===== src/rtl/aes_dec_pkg.sv =====
`default_nettype none
// ============================================================================
// aes_dec_pkg : stage-op and FSM encodings shared by the AES decrypt sequencer
// Revision    : 1.0
// ============================================================================
package aes_dec_pkg;

  localparam int NR_DEFAULT = 10;

  localparam logic [1:0] OP_ADD   = 2'd0;
  localparam logic [1:0] OP_SUB   = 2'd1;
  localparam logic [1:0] OP_SHIFT = 2'd2;
  localparam logic [1:0] OP_MIX   = 2'd3;

  typedef enum logic [2:0] {
    ST_IDLE  = 3'd0,
    ST_ISSUE = 3'd1,
    ST_WAIT  = 3'd2,
    ST_FIN   = 3'd3,
    ST_ERR   = 3'd4
  } state_e;

endpackage
`default_nettype wire


===== src/rtl/aes_dec_step_decode.sv =====
`default_nettype none
// ============================================================================
// aes_dec_step_decode : maps a sequencer step number to stage op and round key
// Revision            : 1.0
// ============================================================================
module aes_dec_step_decode
  import aes_dec_pkg::*;
#(
  parameter int NR = NR_DEFAULT
) (
  input  logic [5:0] step_i,
  output logic [1:0] op_o,
  output logic [3:0] round_o
);

  localparam logic [3:0] FIRST_ROUND = 4'(NR);
  localparam logic [3:0] LAST_ROUND  = 4'(NR - 1);

  logic [5:0] k;

  // After the initial AddRoundKey every round runs Shift,Sub,Add,Mix; the
  // final round is the same pattern truncated before Mix, so one rule covers it.
  always_comb begin
    k       = step_i - 6'd1;
    op_o    = OP_ADD;
    round_o = FIRST_ROUND;
    if (step_i != 6'd0) begin
      round_o = LAST_ROUND - k[5:2];
      case (k[1:0])
        2'd0:    op_o = OP_SHIFT;
        2'd1:    op_o = OP_SUB;
        2'd2:    op_o = OP_ADD;
        default: op_o = OP_MIX;
      endcase
    end
  end

endmodule
`default_nettype wire


===== src/rtl/aes_dec_round_sequencer.sv =====
`default_nettype none
// ============================================================================
// aes_dec_round_sequencer : steps the AES inverse cipher through its stages
// Revision                : 1.0
// ============================================================================
module aes_dec_round_sequencer
  import aes_dec_pkg::*;
#(
  parameter int NR      = NR_DEFAULT,
  parameter int TIMEOUT = 255
) (
  input  logic         clk,
  input  logic         rst,
  input  logic         Start_i,
  input  logic [127:0] CipherText_i,
  output logic         Busy_o,
  output logic         Done_o,
  output logic         Error_o,
  output logic [127:0] PlainText_o,
  output logic [3:0]   RoundIdx_o,
  output logic [127:0] StageText_o,
  output logic         AddGo_o,
  output logic         SubGo_o,
  output logic         ShiftGo_o,
  output logic         MixGo_o,
  input  logic         Ry_i,
  input  logic [127:0] Text_i
);

  localparam logic [5:0] LAST_STEP   = 6'(4 * NR - 1);
  localparam logic [7:0] TIMEOUT_CNT = 8'(TIMEOUT);

  state_e       state_q, state_d;
  logic [5:0]   step_q,  step_d;
  logic [7:0]   cnt_q,   cnt_d;
  logic [127:0] stage_q, stage_d;
  logic [127:0] plain_q, plain_d;
  logic         busy_q,  busy_d;
  logic         err_q,   err_d;
  logic         done_q,  done_d;

  logic [1:0]   dec_op;
  logic [3:0]   dec_round;

  aes_dec_step_decode #(.NR(NR)) u_step_decode (
    .step_i  (step_q),
    .op_o    (dec_op),
    .round_o (dec_round)
  );

  always_ff @(posedge clk) begin
    if (rst) begin
      state_q <= ST_IDLE;
      step_q  <= 6'd0;
      cnt_q   <= 8'd0;
      stage_q <= 128'd0;
      plain_q <= 128'd0;
      busy_q  <= 1'b0;
      err_q   <= 1'b0;
      done_q  <= 1'b0;
    end else begin
      state_q <= state_d;
      step_q  <= step_d;
      cnt_q   <= cnt_d;
      stage_q <= stage_d;
      plain_q <= plain_d;
      busy_q  <= busy_d;
      err_q   <= err_d;
      done_q  <= done_d;
    end
  end

  always_comb begin
    state_d    = state_q;
    step_d     = step_q;
    cnt_d      = cnt_q;
    stage_d    = stage_q;
    plain_d    = plain_q;
    busy_d     = busy_q;
    err_d      = err_q;
    done_d     = 1'b0;
    AddGo_o    = 1'b0;
    SubGo_o    = 1'b0;
    ShiftGo_o  = 1'b0;
    MixGo_o    = 1'b0;
    RoundIdx_o = 4'd0;

    case (state_q)
      ST_IDLE, ST_ERR: begin
        if (Start_i) begin
          state_d = ST_ISSUE;
          stage_d = CipherText_i;
          step_d  = 6'd0;
          err_d   = 1'b0;
          busy_d  = 1'b1;
        end
      end
      ST_ISSUE: begin
        RoundIdx_o = dec_round;
        cnt_d      = 8'd0;
        state_d    = ST_WAIT;
        case (dec_op)
          OP_ADD:   AddGo_o   = 1'b1;
          OP_SUB:   SubGo_o   = 1'b1;
          OP_SHIFT: ShiftGo_o = 1'b1;
          default:  MixGo_o   = 1'b1;
        endcase
      end
      ST_WAIT: begin
        RoundIdx_o = dec_round;
        // A result arriving on the final timeout cycle still counts.
        if (Ry_i) begin
          stage_d = Text_i;
          if (step_q == LAST_STEP) begin
            state_d = ST_FIN;
          end else begin
            step_d  = step_q + 6'd1;
            state_d = ST_ISSUE;
          end
        end else if (cnt_q == TIMEOUT_CNT) begin
          state_d = ST_ERR;
          err_d   = 1'b1;
          busy_d  = 1'b0;
        end else begin
          cnt_d = cnt_q + 8'd1;
        end
      end
      ST_FIN: begin
        plain_d = stage_q;
        done_d  = 1'b1;
        busy_d  = 1'b0;
        state_d = ST_IDLE;
      end
      default: state_d = ST_IDLE;
    endcase
  end

  assign Busy_o      = busy_q;
  assign Done_o      = done_q;
  assign Error_o     = err_q;
  assign PlainText_o = plain_q;
  assign StageText_o = stage_q;

endmodule
`default_nettype wire


===== config.mk =====
export PLATFORM = sky130hd
export DESIGN_NAME = aes_dec_round_sequencer
export DESIGN_NICKNAME = d
export VERILOG_FILES = /design/src/rtl/aes_dec_pkg.sv /design/src/rtl/aes_dec_step_decode.sv /design/src/rtl/aes_dec_round_sequencer.sv
export SDC_FILE = /design/constraint.sdc
export NUM_CORES = 1
export LEC_CHECK = 0
export BUFFER_PORTS_ARGS = -buffer_cell sky130_fd_sc_hd__buf_4
export CAP_MARGIN = 15
export CORE_AREA = 4 4 204 206
export CTS_BUF_LIST = sky130_fd_sc_hd__clkbuf_4
export DETAILED_ROUTE_END_ITERATION = 16
export DIE_AREA = 0 0 208 210
export PLACE_DENSITY = 0.65
export SLEW_MARGIN = 20
export SYNTH_ARGS = -nofsm -noshare
export SYNTH_HDL_FRONTEND = slang
export SYNTH_SLANG_ARGS = --single-unit

===== constraint.sdc =====
create_clock -name clk -period 2.4 [get_ports clk]
set_input_delay 0.48 -clock clk [delete_from_list [all_inputs] [get_ports clk]]
set_output_delay 0.48 -clock clk [all_outputs]
set_load 0.02 [all_outputs]

==> impl_metrics.env <==
export IMPL_hold_ws_ns=0.1366
export IMPL_violations="negative setup slack"
export IMPL_drive_above_1_share_pct=31.79
export IMPL_fp_row_count=73
export IMPL_grt_max_degree=187
export IMPL_setup_viol=5
export IMPL_drtPass1Iterations=5
export IMPL_ant_nets=0
export IMPL_critPathRequiredTime_ns=1.92
export IMPL_vias=13600
export IMPL_worst_pin_slew_ns=0.9081
export IMPL_cts_sink_count=276
export IMPL_synth_edff_count=0
export IMPL_hold_viol_final=0
export IMPL_p_leak_uw=0.008295
export IMPL_overflow=0
export IMPL_place_hpwl_mm=30.17
export IMPL_yosys_area_top_type="dfxtp_1"
export IMPL_synth_main_ff_cell="dfxtp_1"
export IMPL_power_clock_fraction_pct=36.2
export IMPL_routabilityCongestion=0.9036
export IMPL_drc=0
export IMPL_critPathKind="flop to output port"
export IMPL_crit_fanout=9
export IMPL_layout_commonest_cell="buf_4"
export IMPL_synthArstFlopShare_pct=0
export IMPL_yosysWarningCount=0
export IMPL_netlist_area_um2=11050
export IMPL_placed_cell_area_um2=15450
export IMPL_design_area_um2=19200
export IMPL_path_cells="nor2_2 -> nand2_4 -> xor2_2 -> ha_4 -> xnor2_2 -> xnor2_1 -> a21oi_1 -> buf_4"
export IMPL_worstSetupEndpointType="output port"
export IMPL_drv_slew=0
export IMPL_wire_per_inst_um=17.37
export IMPL_status="finished, violations left"
export IMPL_syn_inst=1422
export IMPL_synthesis_nets=1689
export IMPL_grt_pass1_wl_mm=73.80
export IMPL_fin_crit_ns=2.706
export IMPL_synth_avg_cell_area_um2=7.769
export IMPL_yosysTopAreaCellShare_pct=50.01
export IMPL_ys_seq_area_share_pct=50.01
export IMPL_min_period_over_period_pct=112.8
export IMPL_hp_class="input pin to flop"
export IMPL_n_fill_cell=3601
export IMPL_wl_mm=48.06
export IMPL_p_comb_share_pct=20.7
export IMPL_clock_path_buffers=3
export IMPL_grt_setup_unrepaired="yes"
export IMPL_antenna_found_initial=2
export IMPL_p_per_area_nw_per_um2=615.7
export IMPL_layout_nets=2458
export IMPL_vias_per_cell=4.913
export IMPL_track_usage_pct=20.58
export IMPL_intPower_uw=8317
export IMPL_maxSlewHeadroom_pct=39.46
export IMPL_cpPeakStageDelay_ns=0.39
export IMPL_root_buffer="clkbuf_4"
export IMPL_arrival_ns=2.23
export IMPL_cts_made_buffers=78
export IMPL_dieArea_um2=43680
export IMPL_drt_iter0_markers=1013
export IMPL_first_global_vias=13790
export IMPL_instances_no_fill=2767
export IMPL_io_pins=527
export IMPL_die_height_um=210
export IMPL_sw_frac_of_total_pct=29.66
export IMPL_max_freq_ghz=0.3695
export IMPL_area_growth_pct=73.83
export IMPL_layout_common_cells="buf_4, nand2_1, dfxtp_1"
export IMPL_fin_skew_ns=0.03142
export IMPL_tritoncts="done"
export IMPL_crit_slowest_cell="dfxtp_2"
export IMPL_synth_seq_cells=276
export IMPL_p_switching_uw=3508
export IMPL_tns_ns=-0.5917
export IMPL_start_kind="flop"
export IMPL_die_w_um=208
export IMPL_core_area_um2=39640
export IMPL_drv_cap=0
export IMPL_initial_core_util_pct=27.87
export IMPL_post_place_ws_ns=0.1961
export IMPL_worst_slack_ns=-0.3063
export IMPL_power_share_sequential_pct=43.1
export IMPL_h_tree_depth=3
export IMPL_ir_drop_v=0.0003856
export IMPL_dp_cells=2369
export IMPL_clk_pin_slew_ns=0.06
export IMPL_port_buffers=526
export IMPL_clock_latency_ns=0.73
export IMPL_synthTopCellsByArea="dfxtp_1, nand2_1, a311oi_1, a21oi_1, nor2_1"
export IMPL_ys_types=47
[worst max-delay path: cells and delay by family, from the launching register on]
kind                     cells  cell delay [ns]
AO/OA/AOI/OAI                1             0.13
XOR/XNOR                     3             0.40
adder cells (fa/ha/maj)      1             0.19
buffers and inverters        1             0.16
flip-flops                   1             0.39
AND/OR/NAND/NOR              2             0.26
[synthesized netlist by cell type, types with 4 or more instances]
master    count
inv_1         4
dfxtp_1     276
nor2_1      136
and2_1        4
ha_1          7
a21oi_1     141
buf_1         7
buf_2        44
o21ai_0       7
and3_1        4
nand2_1     523
or3_1         5
a311oi_1    128
xnor2_1       4
nor3_1        8
clkbuf_1     70
nand3_1      10
[kinds of logic (layout without fill, tap and decap cells)]
| kind of cell | Yosys count | count (layout) | synth area share (%) |
|---|---|---|---|
| and+or+nand+nor | 711 | 711 | 25.59 |
| DFF | 276 | 276 | 50.01 |
| buffers and inverters | 126 | 944 | 4.813 |
| adders and majority gates | 7 | 7 | 0.7927 |
| muxes | 1 | 1 | 0.09060 |
| xor gates and xnor gates | 7 | 7 | 0.5549 |
| AOI/OAI and AO/OA | 294 | 294 | 18.14 |
| other | 0 | 2 | 0 |
[per-layer routing]
metal  vias to the layer above  wire length (um)  GRT usage [%]
met3                       134              4210          5.938
met2                       760             23340          35.24
met5                         -                 0              0
met1                      6302             18440          23.40
met4                         0              2074          10.83
li1                       6399                 -              -
[repair_timing]
item                                   CTS  global route
endpoints found under the hold margin  133             0
setup endpoints to repair                8             7
hold buffers                           252             0
cloned                                   0             0
setup buffers                           13             2
pin swaps                                8             2
resized for setup                       33             8
[area by class of cell]
| class | count | area [um^2] | share of cell area [%] |
|---|---|---|---|
| Timing Repair Buffer | 811 | 6894 | 35.90 |
| Multi-Input combinational cell | 1020 | 5132 | 26.72 |
| Clock buffer | 109 | 818.3 | 4.261 |
| Inverter | 4 | 17.52 | 0.09121 |
| Sequential cell | 276 | 5544 | 28.87 |
| Antenna cell | 2 | 5.005 | 0.02606 |
| Tap cell | 525 | 656.9 | 3.420 |
| Clock inverter | 20 | 136.4 | 0.7101 |
[registers in the layout (all words and copies together) (netlist names)]
name	count
PlainText_o	128
StageText_o	128
cnt_q	8
step_q	6
state_q	3
Busy_o	1
Done_o	1
Error_o	1
[through the flow]
stage / utilization (%) / power, uW
floorplan: - / 6162
global placement: 38.97 / 7187
detailed placement: 38.97 / 7221
CTS: 48.28 / 11930
global route: 48.45 / 12430
finish: 48.45 / 11820
[final timing paths]
kind / from / to / cells past startpoint / slack (ns)
worst max-delay path: step_q[2] / RoundIdx_o[3] / 8 / -0.31
worst min-delay path: Text_i[70] / StageText_o[70] / 3 / 0.14
worst max register to register: state_q[2] / StageText_o[17] / 7 / 0.18
worst min register to register: PlainText_o[9] / PlainText_o[9] / 2 / 0.45
[power groups by stage]
| stage | registers [uW] | clock network [uW] | logic [uW] |
|---|---|---|---|
| after global routing | 5120 | 4700 | 2610 |
| after detailed placement | 5190 | 0 | 2030 |
| after global placement | 5180 | 0 | 2010 |
| after CTS | 5090 | 4440 | 2400 |
| after floorplan | 5430 | 0 | 732 |
| final | 5090 | 4280 | 2450 |
(Power assumes the default switching activity.)
